$ cat src/rtl/baud_tick_gen.sv
// Programmable baud-rate tick generator.
// A period counter divides clk_in by a runtime-loadable divisor N to produce os_tick.
// An oversample counter divides os_tick by OVS to produce the bit-centre pulse (mid_tick),
// the bit-boundary pulse (bit_tick) and a 50% duty square wave (clk_div).
// Divisor writes are staged in a pending register. They only take effect at a safe point:
// a period wrap, a phase resync, or any cycle with enable low.
module baud_tick_gen #(
  parameter int unsigned CNT_W     = 16,
  parameter int unsigned OVS       = 16,
  parameter int unsigned DIV_RESET = 325
) (
  input  logic             clk_in,
  input  logic             reset,
  input  logic             enable,
  input  logic             resync,
  input  logic             div_wr,
  input  logic [CNT_W-1:0] div_in,
  output logic [CNT_W-1:0] div_active,
  output logic             os_tick,
  output logic             mid_tick,
  output logic             bit_tick,
  output logic             clk_div
);

  localparam int unsigned      OcntW       = $clog2(OVS);
  localparam logic [OcntW-1:0] OcntLast    = OcntW'(OVS - 1);
  // The wrap taken from this value lands on the bit centre (OVS/2).
  localparam logic [OcntW-1:0] OcntMidPrev = OcntW'(OVS / 2 - 1);
  localparam logic [CNT_W-1:0] DivReset    = CNT_W'(DIV_RESET);

  logic [CNT_W-1:0] pcnt_q, pcnt_d;
  logic [OcntW-1:0] ocnt_q, ocnt_d;
  logic [CNT_W-1:0] div_active_q, div_active_d;
  logic [CNT_W-1:0] pend_div_q, pend_div_d;
  logic             pend_valid_q, pend_valid_d;
  logic             os_tick_q, os_tick_d;
  logic             mid_tick_q, mid_tick_d;
  logic             bit_tick_q, bit_tick_d;
  logic             clk_div_q, clk_div_d;

  logic [CNT_W-1:0] term_cnt;
  logic             wrap;
  logic             apply_pend;

  // Terminal count of the period counter. A divisor of 0 behaves as 1.
  always_comb begin
    term_cnt = '0;
    if (div_active_q != '0) begin
      term_cnt = div_active_q - CNT_W'(1);
    end
  end

  // Wrap detection and the divisor-transfer window.
  // The >= comparison stops pcnt from running away after a smaller divisor is applied while
  // pcnt is held above the new terminal count.
  always_comb begin
    wrap       = enable & ~resync & (pcnt_q >= term_cnt);
    apply_pend = resync | wrap | ~enable;
  end

  // Period and oversample counters, tick generation and the square wave.
  always_comb begin
    pcnt_d     = pcnt_q;
    ocnt_d     = ocnt_q;
    os_tick_d  = 1'b0;
    mid_tick_d = 1'b0;
    bit_tick_d = 1'b0;
    clk_div_d  = clk_div_q;

    if (resync) begin
      pcnt_d    = '0;
      ocnt_d    = '0;
      clk_div_d = 1'b0;
    end else if (enable) begin
      if (wrap) begin
        pcnt_d    = '0;
        os_tick_d = 1'b1;
        if (ocnt_q == OcntLast) begin
          ocnt_d     = '0;
          bit_tick_d = 1'b1;
          clk_div_d  = 1'b0;
        end else begin
          ocnt_d = ocnt_q + OcntW'(1);
        end
        if (ocnt_q == OcntMidPrev) begin
          mid_tick_d = 1'b1;
          clk_div_d  = 1'b1;
        end
      end else begin
        pcnt_d = pcnt_q + CNT_W'(1);
      end
    end
  end

  // Divisor staging.
  // The pending value is applied first. A write in the same cycle then re-arms pending with the
  // new value, so it waits for the next transfer window.
  always_comb begin
    div_active_d = div_active_q;
    pend_div_d   = pend_div_q;
    pend_valid_d = pend_valid_q;

    if (apply_pend && pend_valid_q) begin
      div_active_d = pend_div_q;
      pend_valid_d = 1'b0;
    end
    if (div_wr) begin
      pend_div_d   = div_in;
      pend_valid_d = 1'b1;
    end
  end

  // State registers with synchronous active-high reset.
  always_ff @(posedge clk_in) begin
    if (reset) begin
      pcnt_q       <= '0;
      ocnt_q       <= '0;
      div_active_q <= DivReset;
      pend_div_q   <= '0;
      pend_valid_q <= 1'b0;
      os_tick_q    <= 1'b0;
      mid_tick_q   <= 1'b0;
      bit_tick_q   <= 1'b0;
      clk_div_q    <= 1'b0;
    end else begin
      pcnt_q       <= pcnt_d;
      ocnt_q       <= ocnt_d;
      div_active_q <= div_active_d;
      pend_div_q   <= pend_div_d;
      pend_valid_q <= pend_valid_d;
      os_tick_q    <= os_tick_d;
      mid_tick_q   <= mid_tick_d;
      bit_tick_q   <= bit_tick_d;
      clk_div_q    <= clk_div_d;
    end
  end

  assign div_active = div_active_q;
  assign os_tick    = os_tick_q;
  assign mid_tick   = mid_tick_q;
  assign bit_tick   = bit_tick_q;
  assign clk_div    = clk_div_q;

endmodule

$ cat config.mk
export PLATFORM = sky130hd
export DESIGN_NAME = baud_tick_gen
export DESIGN_NICKNAME = d
export VERILOG_FILES = /design/src/rtl/baud_tick_gen.sv
export SDC_FILE = /design/constraint.sdc
export NUM_CORES = 1
export LEC_CHECK = 0
export BUFFER_PORTS_ARGS = -buffer_cell sky130_fd_sc_hd__buf_2
export CAP_MARGIN = 20
export CORE_ASPECT_RATIO = 0.75
export CORE_MARGIN = 1
export CORE_UTILIZATION = 45
export DETAILED_ROUTE_END_ITERATION = 7
export GPL_TIMING_DRIVEN = 0
export PLACE_DENSITY = 0.67
export SLEW_MARGIN = 20
export SYNTH_ARGS = -nofsm -noshare
export SYNTH_HDL_FRONTEND = slang
export SYNTH_SLANG_ARGS = --single-unit
$ cat constraint.sdc
create_clock -name clk_in -period 4.1 [get_ports clk_in]
set_input_delay 0.205 -clock clk_in [delete_from_list [all_inputs] [get_ports clk_in]]
set_output_delay 0.205 -clock clk_in [all_outputs]
set_load 0.01 [all_outputs]
* Yosys cells after proc, flatten, opt, wreduce, memory -nomap -nowiden *
Cells that the tools add are included.

word-level totals
  output and inout bits = 20
  register bits after elaboration = 57
  input bits = 21

operators by class
  equal/unequal tests = 2
  bitwise operators = 7
  reduce and logical (&&, ||, !) cells = 9
  $lt $le $gt $ge = 1
  mux-type cells = 10
  add/sub/neg operators = 3

operators by type and width
  kind                                                                   count
  16-bit two-way mux                                                     2
  16-bit by 1-bit adder with 16-bit output, second input constant        1
  16-bit >= comparator                                                   1
  16-bit nonzero test                                                    1
  16-bit by 1-bit subtractor with 16-bit output, second input constant   1
  1-bit two-way mux                                                      7
  4-bit by 1-bit adder with 4-bit output, second input constant          1
  4-bit by 3-bit equality test with 1-bit output, second input constant  1
  4-bit equality test, second input constant                             1
  4-bit two-way mux                                                      1
  2-bit nonzero test                                                     2
  4-bit OR reduction                                                     1
  1-bit NOT                                                              3
  3-bit AND reduction                                                    1
  3-bit OR reduction                                                     1
  1-bit AND                                                              2
  1-bit OR                                                               2
  2-bit AND reduction                                                    1
  2-bit OR reduction                                                     1
  1-bit logical AND                                                      1

* Logic depth before layout (Yosys ltp) *
  depth in word-level cells = 9
  gate-level depth with buffers = 15

* Worst setup path before layout *
No wires, ideal clock.

  path type = flip-flop to flip-flop
  start point = register div_active_q[6], in the netlist div_active[6]
  end point = register pcnt_q[10]
  buffers on the path = 1
  path slack = 0.287 ns
  period minus slack after synthesis = 3.813 ns
  stages on the path, launching flop included = 14
  arrival time = 3.748 ns
  cells stage by stage = dfxtp_1 -> or4_4 -> or3_4 -> or4_4 -> nand2b_4 -> or2b_1 -> ha_1 -> nor2b_1 -> o211a_1 -> o311ai_0 -> and3_1 -> o21ai_1 -> clkbuf_1 -> nor2_1

on the way
  longest elaborated chain between the ends = 5
  elaborated cells on any way between the ends = 6
  those cells by class = add/sub: 1; order compare: 1; mux: 2; bitwise: 1; reduce/logical: 1

RTL lines
  what                                                                                         line    source
  from (decl)                                                                                  33      logic [CNT_W-1:0] div_active_q, div_active_d;
  from (signal assigned)                                                                       118     div_active_q <= DivReset;
  from (signal assigned)                                                                       128     div_active_q <= div_active_d;
  16-bit by 1-bit subtractor with 16-bit output / 16-bit nonzero test (equally long branches)  49, 48
  16-bit two-way mux (*)                                                                       48      if (div_active_q != '0) begin
  16-bit >= comparator (*)                                                                     57      wrap = enable & ~resync & (pcnt_q >= term_cnt);
  1-bit AND (*)                                                                                57
  16-bit two-way mux (*)                                                                       75      if (wrap) begin
  to (signal assigned)                                                                         126     pcnt_q <= pcnt_d;
  to (decl)                                                                                    31      logic [CNT_W-1:0] pcnt_q, pcnt_d;

Every way passes the cells marked *; elsewhere a longest branch is shown, timed or not.
A chain may end at the register's enable or synchronous reset.

* Worst setup path in the final report *
  start point = register div_active_q[6], in the netlist div_active[6]
  end point = register pcnt_q[8]

The elaborated chain is that of the path after synthesis.

==> results by group <==
Clock tree
  • H-tree lvl count: 3
  • Clk sink count: 57
  • CTS Hold Buffers Added: 0
  • Clock Pin Slew Worst Setup and Hold Paths: 0.06 ns
  • Clk_lat worst skew: 0.33 ns
  • TritonCTS clock tree: yes
  • Postcts setup bufs: 0
  • Longest Clk Path Bufs: 2
  • Cts bufs inserted: 9
  • Root Driver: clkbuf_8

STA
  • Final-report hold violation count: 0
  • Final setup violation count: 0
  • Clock Skew: 0.00623 ns
  • Slew headroom: 0.508
  • Fmax: 254 MHz
  • RSZ-0062 raised after global routing: yes
  • Final Cycle Share: 0.962
  • Worst-margin pin slew: roughly 0.74 ns
  • Final min period: 3.94 ns
  • Pins over their slew limit: 0
  • Worst hold slack: 0.101 ns

Drt
  • Post-route DRC: 0
  • Starting DRT DRC Count: 71
  • Final WL: 6.22 mm
  • Via count: 2405
  • DR vias/cell: about 5.3
  • TritonRoute pass-1 iters: 4
  • Antenna-violating nets left: 0
  • Wire per inst: roughly 14 microns

Die
  • Die area: around 0.0067 sq mm
  • Core area: roughly 0.006 sq mm
  • Ports: 41
  • Initial Util: 0.482
  • Die Width: about 94 microns
  • Die height: 71.3 microns
  • Num rows: 24

Worst setup path
  • Data required time of the worst path: 4.37 ns
  • Slowest cell on crit path: or4_4
  • Crit end category: flop
  • Crit-path max cell delay: 0.55 ns
  • Element type at the critical path start: flop
  • Crit path cell chain: or4_4 > or3_4 > or4_4 > nand2b_4 > or2b_1 > ha_1 > nor2b_1 > o211a_1 > o311ai_2 > and3_2 > o21ai_2 > clkbuf_2 > nor2_1
  • Critical path type: reg2reg
  • Maximum fanout along the worst path: 10
  • Arr. time, crit path: about 4.2 ns
  • Worst path most repeated cell: or4_4

Final layout
  • Post-route cell area: 0.00338 sq mm
  • Area delta synth->final: 17.3%
  • Ant diodes: 0
  • Share of layout cells above drive strength 1: 0.185
  • Commonest non-fill, non-tap cell in the layout: nor2_1
  • Filler Cell Count: around 600
  • Nets: approximately 420
  • Commonest non-fill, non-tap cells in the layout: 60 x nor2_1, 57 x dfxtp_1, 39 x buf_2

Synthesis
  • FFs w/ async S/R, synth: 0
  • Top_reg_cell synth: dfxtp_1
  • Post-Syn Area: 0.00288 sq mm
  • Number of synthesized flops with an enable pin: 0
  • Syn Nets: 366
  • YS warnings: 0
  • Syn Inst Count: 325
  • Sequential share of the synthesized area: 0.396
  • Synthesized flop and latch total: 57
  • Syn_area_per_cell: 8.86 sq um
  • Yosys cell types: 42

Global route
  • GRT Resource Usage Total: 0.199
  • Vias in the first global route: 2113
  • First-pass GRT wire length: roughly 10 mm
  • Initial antenna violation count: 0
  • Global route overflow: 0
  • Pin count of the biggest net entering global routing: 11

Placement
  • Routability congestion estimate: 0.793
  • Post-Place Cell Area: ~0.0032 sq mm
  • Port bufs: 38
  • HPWL Detailed: 4.68 mm

Power
  • Peak VDD IR: roughly 170 uV
  • LEAKAGE: 0.00146 uW
  • PwrDens: 339 mW/mm^2
  • Power after layout: roughly 1100 uW

Status
  • Status: completed

Min path
  • Min-delay worst type: in2reg

Flow run
  • Maxcap violations: 0
[flip-flops by register name (all words and copies together) (netlist names)]
| signal | cells |
|---|---|
| ocnt_q | 4 |
| mid_tick | 1 |
| pcnt_q | 16 |
| pend_div_q | 16 |
| clk_div | 1 |
| os_tick | 1 |
| pend_valid_q | 1 |
| bit_tick | 1 |
| div_active | 16 |
[per-stage QoR]
step	util	TNS, ns	std cells	setup slack, ns
4_1_cts	0.559	0	456	0.0130
3_5_place_dp	0.530	-1.57	441	-0.167
6_report	0.565	0	456	0.156
5_1_grt	0.565	-0.181	456	-0.0474
3_3_place_gp	0.530	-1.35	441	-0.140
2_1_floorplan	-	0	325	0.287
[where the power goes]
| part | total, uW | internal (uW) | switching [uW] | leakage (uW) |
|---|---|---|---|---|
| combinational | 110 | 48.2 | 61.4 | 0.000914 |
| clock | 449 | 229 | 219 | 0.0000802 |
| sequential | 585 | 570 | 14.7 | 0.000464 |
[repair_timing]
item | 4_1_cts | 5_1_grt
gates resized for setup | 2 | 11
endpoints found under the setup margin | 14 | 32
gates cloned | 0 | 0
pin swaps | 0 | 1
[metal layers]
layer,part of all wire,global-route usage,vias to the layer above
met3,0.046,0.0679,8
li1,-,-,1233
met1,0.51,0.279,1115
met2,0.43,0.285,49
met5,0,0,-
met4,0.012,0.0667,0
[final cells by class]
class	instances	area, sq um	area share
flip-flops and latches	57	1140	0.338
multi-input cells	252	1700	0.504
repair buffers	38	190	0.0563
plain buffers	11	55.1	0.0163
clock inverters	5	32.5	0.00964
inverters	5	18.8	0.00556
well taps	78	97.6	0.0289
clock buffers	10	138	0.0408
[logic make-up after synthesis]
group,after synthesis,share of synthesized area
compound gates,31,0.0687
flops,57,0.396
mux,31,0.108
fa+ha+maj,20,0.0869
simple gates,144,0.237
xor+xnor,26,0.0791
buf+inv,16,0.0243
[cells in the mapped netlist (2+ instances only)]
| library cell | number | share of area |
|---|---|---|
| nor2b_1 | 3 | 0.0065 |
| nor3_1 | 12 | 0.021 |
| a31oi_1 | 4 | 0.0087 |
| mux2i_1 | 31 | 0.11 |
| and3_1 | 2 | 0.0043 |
| clkbuf_1 | 7 | 0.0091 |
| nand4_1 | 5 | 0.011 |
| or4_4 | 2 | 0.0078 |
| buf_2 | 2 | 0.0035 |
| xnor2_1 | 6 | 0.018 |
| nand2_1 | 32 | 0.042 |
| xor2_1 | 20 | 0.061 |
| nor2_1 | 60 | 0.078 |
| nand3b_1 | 2 | 0.0052 |
| inv_1 | 5 | 0.0065 |
| a21oi_1 | 10 | 0.017 |
| o21ai_0 | 5 | 0.0087 |
| a21boi_0 | 2 | 0.0052 |
| dfxtp_1 | 57 | 0.40 |
| nor4_1 | 4 | 0.0087 |
| and4_1 | 4 | 0.012 |
| nand3_1 | 11 | 0.019 |
| ha_1 | 20 | 0.087 |
[critical path, delay by kind of cell, from the launching register on]
family	cells	cell delay (ns)
and+or+nand+nor	8	2.31
adders and majority gates	1	0.23
AOI/OAI and AO/OA	3	0.73
buffers and inverters	1	0.24
DFF	1	0.38
[worst paths after layout]
| kind | start | end | slack [ns] | depth (start not counted) |
|---|---|---|---|---|
| worst max-delay path | div_active[6]$_SDFFE_PP1P_ | pcnt_q[8]$_SDFFE_PP0P_ | 0.16 | 13 |
| worst min-delay path | div_in[11] | pend_div_q[11]$_SDFFE_PP0P_ | 0.10 | 3 |
| worst max register to register | div_active[6]$_SDFFE_PP1P_ | pcnt_q[8]$_SDFFE_PP0P_ | 0.16 | 13 |
| worst min register to register | pend_div_q[0]$_SDFFE_PP0P_ | div_active[0]$_SDFFE_PP1P_ | 0.47 | 1 |
No activity file was read; power rests on OpenSTA's default activity.
